**config.mk**
```make
export PLATFORM = sky130hd
export DESIGN_NAME = regfile_write_arbiter
export DESIGN_NICKNAME = d
export VERILOG_FILES = /design/src/rtl/regfile_write_arbiter.sv
export SDC_FILE = /design/constraint.sdc
export NUM_CORES = 1
export LEC_CHECK = 0
export ABC_AREA = 0
export CAP_MARGIN = 25
export CORE_ASPECT_RATIO = 0.7
export CORE_MARGIN = 5
export CORE_UTILIZATION = 45
export DETAILED_ROUTE_END_ITERATION = 16
export GPL_TIMING_DRIVEN = 0
export PLACE_DENSITY_LB_ADDON = 0.2
export SLEW_MARGIN = 20
export SYNTH_ARGS = -nofsm -noshare
export SYNTH_HDL_FRONTEND = slang
export SYNTH_SLANG_ARGS = --single-unit
```
**constraint.sdc**
```tcl
create_clock -name clk -period 6.5 [get_ports clk]
set_input_delay 0.975 -clock clk [delete_from_list [all_inputs] [get_ports clk]]
set_output_delay 0.975 -clock clk [all_outputs]
set_load 0.1 [all_outputs]
```
**src/rtl/regfile_write_arbiter.sv**
```systemverilog
// ---------------------------------------------------------------------------
// regfile_write_arbiter
//
// Shares the single write port of the 32 x 32-bit register file between two
// writeback sources: requester A (ALU writeback) and requester B (load/memory
// writeback). Arbitration is round-robin with a valid/ready handshake per
// requester.
//
// The output stage updates on the rising edge of clk. The register instances
// capture on the falling edge, so wr_en and wr_data are stable for half a
// cycle before the capture point.
//
// Ports
//   clk         system clock, state updates on the rising edge
//   reset       asynchronous, active-high reset
//   hold        pipeline stall; no grant is issued while high
//   a_valid     requester A has a write pending
//   a_addr      requester A destination register
//   a_data      requester A write data
//   a_ready     A granted this cycle (combinational)
//   b_valid     requester B has a write pending
//   b_addr      requester B destination register
//   b_data      requester B write data
//   b_ready     B granted this cycle (combinational)
//   wr_en       registered one-hot register enables (bit 0 never set)
//   wr_data     registered write data, shared by all registers
//   wr_addr     registered address of the current write
//   last_grant  0 = A won the most recent grant, 1 = B won
// ---------------------------------------------------------------------------
module regfile_write_arbiter #(
    parameter int DATA_W = 32,
    parameter int ADDR_W = 5,
    parameter int NREGS  = 32
) (
    input  logic              clk,
    input  logic              reset,
    input  logic              hold,
    input  logic              a_valid,
    input  logic [ADDR_W-1:0] a_addr,
    input  logic [DATA_W-1:0] a_data,
    output logic              a_ready,
    input  logic              b_valid,
    input  logic [ADDR_W-1:0] b_addr,
    input  logic [DATA_W-1:0] b_data,
    output logic              b_ready,
    output logic [NREGS-1:0]  wr_en,
    output logic [DATA_W-1:0] wr_data,
    output logic [ADDR_W-1:0] wr_addr,
    output logic              last_grant
);

    localparam logic [NREGS-1:0] ONE_HOT_BASE = {{(NREGS-1){1'b0}}, 1'b1};

    logic              grant_a;
    logic              grant_b;
    logic [ADDR_W-1:0] win_addr;
    logic [DATA_W-1:0] win_data;
    logic [NREGS-1:0]  win_en;

    // Round-robin: with both requesters valid, the one that did not win the
    // last grant goes first. last_grant resets to 1 so A has priority first.
    // reset is folded in so ready is low while reset is asserted, even though
    // the flops already hold their reset values.
    always_comb begin
        grant_a = 1'b0;
        grant_b = 1'b0;
        if (!reset && !hold) begin
            if (a_valid && b_valid) begin
                grant_a = last_grant;
                grant_b = !last_grant;
            end else begin
                grant_a = a_valid;
                grant_b = b_valid;
            end
        end
    end

    assign a_ready = grant_a;
    assign b_ready = grant_b;

    // Winner mux and address decode. r0 is hardwired zero, so address 0
    // completes the handshake but never raises an enable.
    always_comb begin
        win_addr = grant_b ? b_addr : a_addr;
        win_data = grant_b ? b_data : a_data;
        win_en   = '0;
        if (win_addr != '0) begin
            win_en = ONE_HOT_BASE << win_addr;
        end
    end

    always_ff @(posedge clk or posedge reset) begin
        if (reset) begin
            wr_en      <= '0;
            wr_data    <= '0;
            wr_addr    <= '0;
            last_grant <= 1'b1;
        end else if (grant_a || grant_b) begin
            wr_en      <= win_en;
            wr_data    <= win_data;
            wr_addr    <= win_addr;
            last_grant <= grant_b;
        end else begin
            // Each enable pulse lasts exactly one cycle; data/addr hold.
            wr_en      <= '0;
        end
    end

endmodule
```
* Word level (Yosys, flattened, before mapping)
Index checks and enable logic that the tools add are counted.
Storage, ports and cells: register bits after elaboration 70, bits in latches 0, bits in writable memories 0, bits in read-only memories 0, output and inout bits 72, memories 0
Cells by class: $add $sub $neg 0, multiply operators 0, div/mod/pow operators 0, magnitude comparators 0, equal/unequal tests 0, shifts and indexed selects 1, muxes and demuxes 8, bitwise gates (word level) 0, reductions and logical operators 7
Operator list (number):
- 32-bit two-way mux | 3
- 1-bit by 5-bit left shift with 32-bit output (first input constant) | 1
- 5-bit two-way mux | 1
- 5-bit nonzero test | 1
- 1-bit two-way mux | 4
- 1-bit logical NOT | 3
- 1-bit logical AND | 2
- 1-bit logical OR | 1

* Depth between registers and ports, before layout
depth after elaboration 7, mapped depth 5

* Worst setup path after synthesis
Ideal clock, no wire load.
kind input-to-output, start point input b_valid, end point output b_ready, arrival time 2.759 ns, slack 2.766 ns, stages 4, buffers on the path 2, cells stage by stage a21bo_1 -> buf_6 -> buf_4 -> nor2_1
Between the ends: longest elaborated chain between the ends 3
RTL lines:
- start, declared | RTL line 42 | input logic b_valid,
- 1-bit logical AND | RTL line 68 | if (a_valid && b_valid) begin
- 1-bit two-way mux * | RTL line 68
- 1-bit two-way mux * | RTL line 67 | if (!reset && !hold) begin
- end, declared | RTL line 45 | output logic b_ready,
Mark *: on every way between the ends. The rest lies on a longest branch, timed or not.

* Worst setup path in the final report
start point input a_valid, end point output a_ready
Between the ends: longest elaborated chain between the ends 3
RTL lines:
- start, declared | RTL line 38 | input logic a_valid,
- 1-bit logical AND | RTL line 68
- 1-bit two-way mux * | RTL line 68
- 1-bit two-way mux * | RTL line 67
- end, declared | RTL line 41 | output logic a_ready,
Marked as above.

==> impl_metrics.yaml <==
worst_setup_path:
  path_max_fanout: 5
  r2r_cells: 5
  cp_cell_sequence: "clkdlybuf4s50_1, nor3b_1, and2_1, clkdlybuf4s50_1"
  path_depth: 4
  cp_slowest_cell: "clkdlybuf4s50_1"
  critPathLaunchType: "primary input"
  crit_top_cell: "clkdlybuf4s50_1"
  worst_setup_path_end_kind: "output port"
  cp.required_ns: 5.52
  arrival_ns: 3.41
  crit_family: "buffers and inverters"
  critPathKind: "in2out"
  critical_path_buf_inv_count: 2
  critPathMaxStageDelay_ns: 1.14
power_and_ir_drop:
  p_leak_nw: 2.16
  p_per_area_nw_per_um2: 304
  ir_drop_mv: 0.186
clock_tree:
  cts_made_buffers: 9
  cts_tree: "yes"
  hold_buffers: 0
  clock-sinks: 70
  cts_setup_buffers: 0
  insertion_delay_ns: 0.34
  cts-root-buf: "clkbuf_8"
  htree_levels: 3
  cts.repair.resized: 0
  cts_max_path_buffers: 2
  path_clk_slew_ns: 0.06
worst_hold_path:
  hold_class: "reg2reg"
  min_path_cells: 1
floorplanning:
  ioPinCount: 151
  die_h_um: 82.5
  initial_utilization_pct: 46.2
  num_rows: 26
  dieWidth_um: 114
  dieArea_um2: 9380
  core_um2: 7320
global_route:
  grt_max_degree: 37
  grt_pass1_wl_mm: 14.5
  busiest_layer: "met2"
  met3_usage_pct: 8.52
  grt_overflow: 0
  track_usage_pct: 20.1
  use_met2_pct: 33.3
  met1_usage_pct: 24.2
  antenna_found_initial: 0
  grt_pass1_vias: 2876
flow_run:
  drv_cap: 0
layout:
  nNetsFinal: 488
  finalNonFillerCells: 512
  area_growth_pct: 54.0
  design_area_um2: 5210
  num_antenna_cells: 0
  drive_gt1_share_pct: 26.8
synth:
  ys_top_cells_by_area: "dfrtp_1 (51%), mux2_2 (19%), mux2_4 (8.4%)"
  yosysSeqAreaShare_pct: 51.8
  avgSynthCellArea_um2: 13.6
  syn_nets: 328
  synth_top_area_share_pct: 51.1
  yosys.area.top_type: "dfrtp_1"
  ys_ff_latch: 70
  synth_cell_types: 37
  yosys_warnings: 0
  synth_area_um2: 3380
  syn_inst: 249
placed_design:
  portBuffers: 148
  dp_hpwl_mm: 6.91
  gp_congestion: 0.889
  post_dp_cell_area_um2: 5010
  placed_cells: 496
timing:
  finalSetupViolations: 0
  fin_crit_sh_pct: 67.5
  rsz0062_at_grt: "no"
  relSlewSlack_pct: 32.4
  finalHoldViolations: 0
  tightest_slew_ns: 1.01
  setup_tns_ns: 0
  skew_ns: 0.00666
  period_needed_ns: 4.38
  drv_slew: 0
  fmax_mhz: 228
route:
  num_vias: 2665
  wirelength_mm: 8.95
  wire_per_inst_um: 17.5
  viasPerCell: 5.21
  drtPass1Iterations: 4
  drtIter0Drc: 154
  post-route-drc-count: 0
  postRouteAntennaNets: 0
outcome:
  status: "complete, no violations"
-- final cells by class --
cell class | instances | area, um^2
repair buffers | 149 | 1500
fillers | 553 | 2110
well taps | 98 | 123
clock buffers | 11 | 141
multi-input cells | 164 | 1540
inverters | 1 | 6.26
flip-flops and latches | 70 | 1750
plain buffers | 14 | 85.1
clock inverters | 5 | 57.6
-- worst paths after layout --
check                              end   startpoint  slack [ns]
max                            a_ready      a_valid        2.12
min                        wr_data[21]  wr_data[21]        0.50
max reg2reg                  wr_en[18]   last_grant        4.65
min reg2reg                wr_data[21]  wr_data[21]        0.50
max in group asynchronous   last_grant        reset        4.81
min in group asynchronous    wr_en[17]        reset        1.09
-- through the flow --
step           utilization [%]  power [W]  worst slack, ns  hold slack (ns)
2_1_floorplan                -    0.00105             2.77            0.761
3_3_place_gp              68.1    0.00123             2.14            0.487
3_5_place_dp              68.4    0.00125             2.13            0.492
4_1_cts                   71.1    0.00160             2.12            0.507
5_1_grt                   71.1    0.00165             2.03            0.519
6_report                  71.1    0.00158             2.12            0.504
-- per-layer routing --
metal	wire [um]	vias to the layer above
met4	81	0
met3	967	8
met1	3520	1282
met2	4380	121
li1	-	1254
met5	0	-
-- cell families (layout without fill, tap and decap cells) --
| kind of cell | Yosys count | after routing | share of synthesized area [%] |
|---|---|---|---|
| multiplexers | 77 | 77 | 27.7 |
| flip-flops | 70 | 70 | 51.8 |
| AND/OR/NAND/NOR | 46 | 46 | 7.99 |
| AO/OA/AOI/OAI | 40 | 40 | 9.77 |
| buffers and inverters | 15 | 180 | 2.63 |
| other | 1 | 1 | 0.111 |
-- cell usage after synthesis, drive strengths merged --
cell and count:
a211oi 12, a21bo 1, a21boi 1, a21o 1, a221oi 3, a22oi 16
and2 1, and3 2, buf 10, clkbuf 4, conb 1, dfrtp 69
dfstp 1, inv 1, mux2 75, mux2i 2, nand2 4, nand2b 1
nand3 7, nand3b 2, nand4 6, nand4b 2, nor2 5, nor2b 8
nor3 2, nor3b 5, o211ai 1, o21ai 4, o221ai 1, or2 1
-- cells in the final DEF (no fill, tap or decap), types with 2 or more instances in the layout --
| cell | Yosys | routed |
|---|---|---|
| dfrtp_1 | 69 | 69 |
| o21ai_1 | 3 | 3 |
| nand2_1 | 4 | 4 |
| a211oi_1 | 8 | 8 |
| buf_6 | 3 | 3 |
| mux2i_1 | 2 | 2 |
| nor2_1 | 4 | 4 |
| and3_1 | 2 | 2 |
| clkdlybuf4s50_1 | 0 | 148 |
| nand4b_1 | 2 | 2 |
| clkbuf_8 | 0 | 10 |
| a221oi_1 | 3 | 3 |
| nor3_1 | 2 | 2 |
| a211oi_2 | 4 | 4 |
| mux2_2 | 56 | 56 |
| clkinv_2 | 0 | 2 |
| mux2_4 | 19 | 19 |
| nand4_1 | 6 | 6 |
| nor3b_1 | 5 | 5 |
| buf_2 | 5 | 5 |
| nor2b_1 | 8 | 8 |
| nand3b_1 | 2 | 2 |
| nand3_1 | 7 | 7 |
| a22oi_1 | 16 | 16 |
| clkbuf_1 | 4 | 5 |
-- flip-flops by register name, summed over array words and instances, names as in the netlist --
name / count
wr_addr: 5
wr_en: 32
wr_data: 32
last_grant: 1
-- where the power goes --
| group | internal [W] | switching [W] |
|---|---|---|
| clock | 0.000188 | 0.000160 |
| combinational | 0.000211 | 0.000507 |
| sequential | 0.000489 | 0.0000261 |
No activity file was read; power rests on OpenSTA's default activity.
==> edit: new RTL, config.mk and constraints unchanged <==
Reset style: synchronous (`reset`), changed in one clocked block. Comments in the files are not updated.
--- a/src/rtl/regfile_write_arbiter.sv
+++ b/src/rtl/regfile_write_arbiter.sv
@@ -90,5 +90,5 @@
     end
 
-    always_ff @(posedge clk or posedge reset) begin
+    always_ff @(posedge clk) begin
         if (reset) begin
             wr_en      <= '0;
Behaviour: differs if reset is asserted again (counterexample within 4 cycles, from zero or initial values and one cycle with reset high); with reset held inactive, the same outputs for 10 cycles.
==> edit against the original RTL <==
- cell area down 12%
- area after synthesis down 18%
- largest cell class is now non-clock buffers
- cell count up 12%
- sequential cell count unchanged
- count of clock-buffer cells in the layout up 1
- critical path depth up 2
- setup slack worse by 0.11 ns
- fmax down 2.5%
- highest routed layer unchanged
- routed wire length up 2.1%
Power is not compared: it rests on default switching activity, and its combinational part moved more than twofold at a synthesized area within 25%.
==> edit: results <==
metrics = {
    "global_routing": {
        "grt_pass1_vias": 2831,
        "grt_use_met1_pct": 30.1,
        "use_met3_pct": 7.37,
        "grt_pass1_wl_mm": 14.4,
    },
    "routing": {
        "first_iter_violations": 214,
        "wl_met2_mm": 4.19,
        "routed-wl-met3_um": 825,
        "via_count": 3009,
        "wirelength_mm": 9.13,
        "met1Wirelength_mm": 4.00,
        "firstDrtPassIters": 6,
    },
    "synthesis": {
        "synth_compound_area_share_pct": 17.5,
        "synth_area_leaders": "dfxtp_1 50%, a311oi_1 11%, nand2_1 10%, nor2_1 7.8%, nor3_1 3.2%",
        "synth_nets": 406,
        "synth_mux_area_share_pct": 0.360,
        "synth_flop_cell": "dfxtp_1",
        "synthArstFlopShare_pct": 0,
        "synthTopCellsByCount": "74 x nand2_1, 70 x dfxtp_1, 58 x nor2_1",
        "yosysSeqAreaShare_pct": 50.5,
    },
    "finish": {
        "drive_above_1_share_pct": 7.30,
        "buf_share_pct": 35.3,
        "fillers": 484,
        "seqAreaFraction_pct": 30.5,
        "seq_cells": 70,
        "multi_input_cells": 230,
        "final_nets": 567,
        "buffers": 172,
        "clkbuf_count": 12,
    },
    "setup_path": {
        "max_stage_delay_ns": 1.17,
    },
    "sta": {
        "worst_slew_pin_slew_ns": 1.01,
        "max_freq_mhz": 222,
    },
    "outcome": {
        "status": "completed",
    },
}
-- edit: cell types whose count changed in the layout (fill, tap and decap cells not counted), sizes merged, moves of 36 or more --
| cell | change |
|---|---|
| a311oi | +36 |
| dfrtp | -69 |
| dfxtp | +70 |
| mux2 | -75 |
| nand2 | +71 |
| nor2 | +55 |
-- edit: where the power goes --
| group | switching [mW] | total, mW | leakage (nW) | internal [mW] |
|---|---|---|---|---|
| sequential | 0.00872 | 0.454 | 0.571 | 0.446 |
| combinational | 0.192 | 0.286 | 1.03 | 0.0938 |
| clock | 0.154 | 0.380 | 0.110 | 0.226 |
-- edit: final timing paths --
path / from / end / slack (ns) / cells past startpoint
worst max-delay path: b_valid / b_ready / 2.00 / 6
worst min-delay path: wr_data[14] / wr_data[14] / 0.50 / 2
worst max register to register: last_grant / wr_en[27] / 4.62 / 5
worst min register to register: wr_data[14] / wr_data[14] / 0.50 / 2
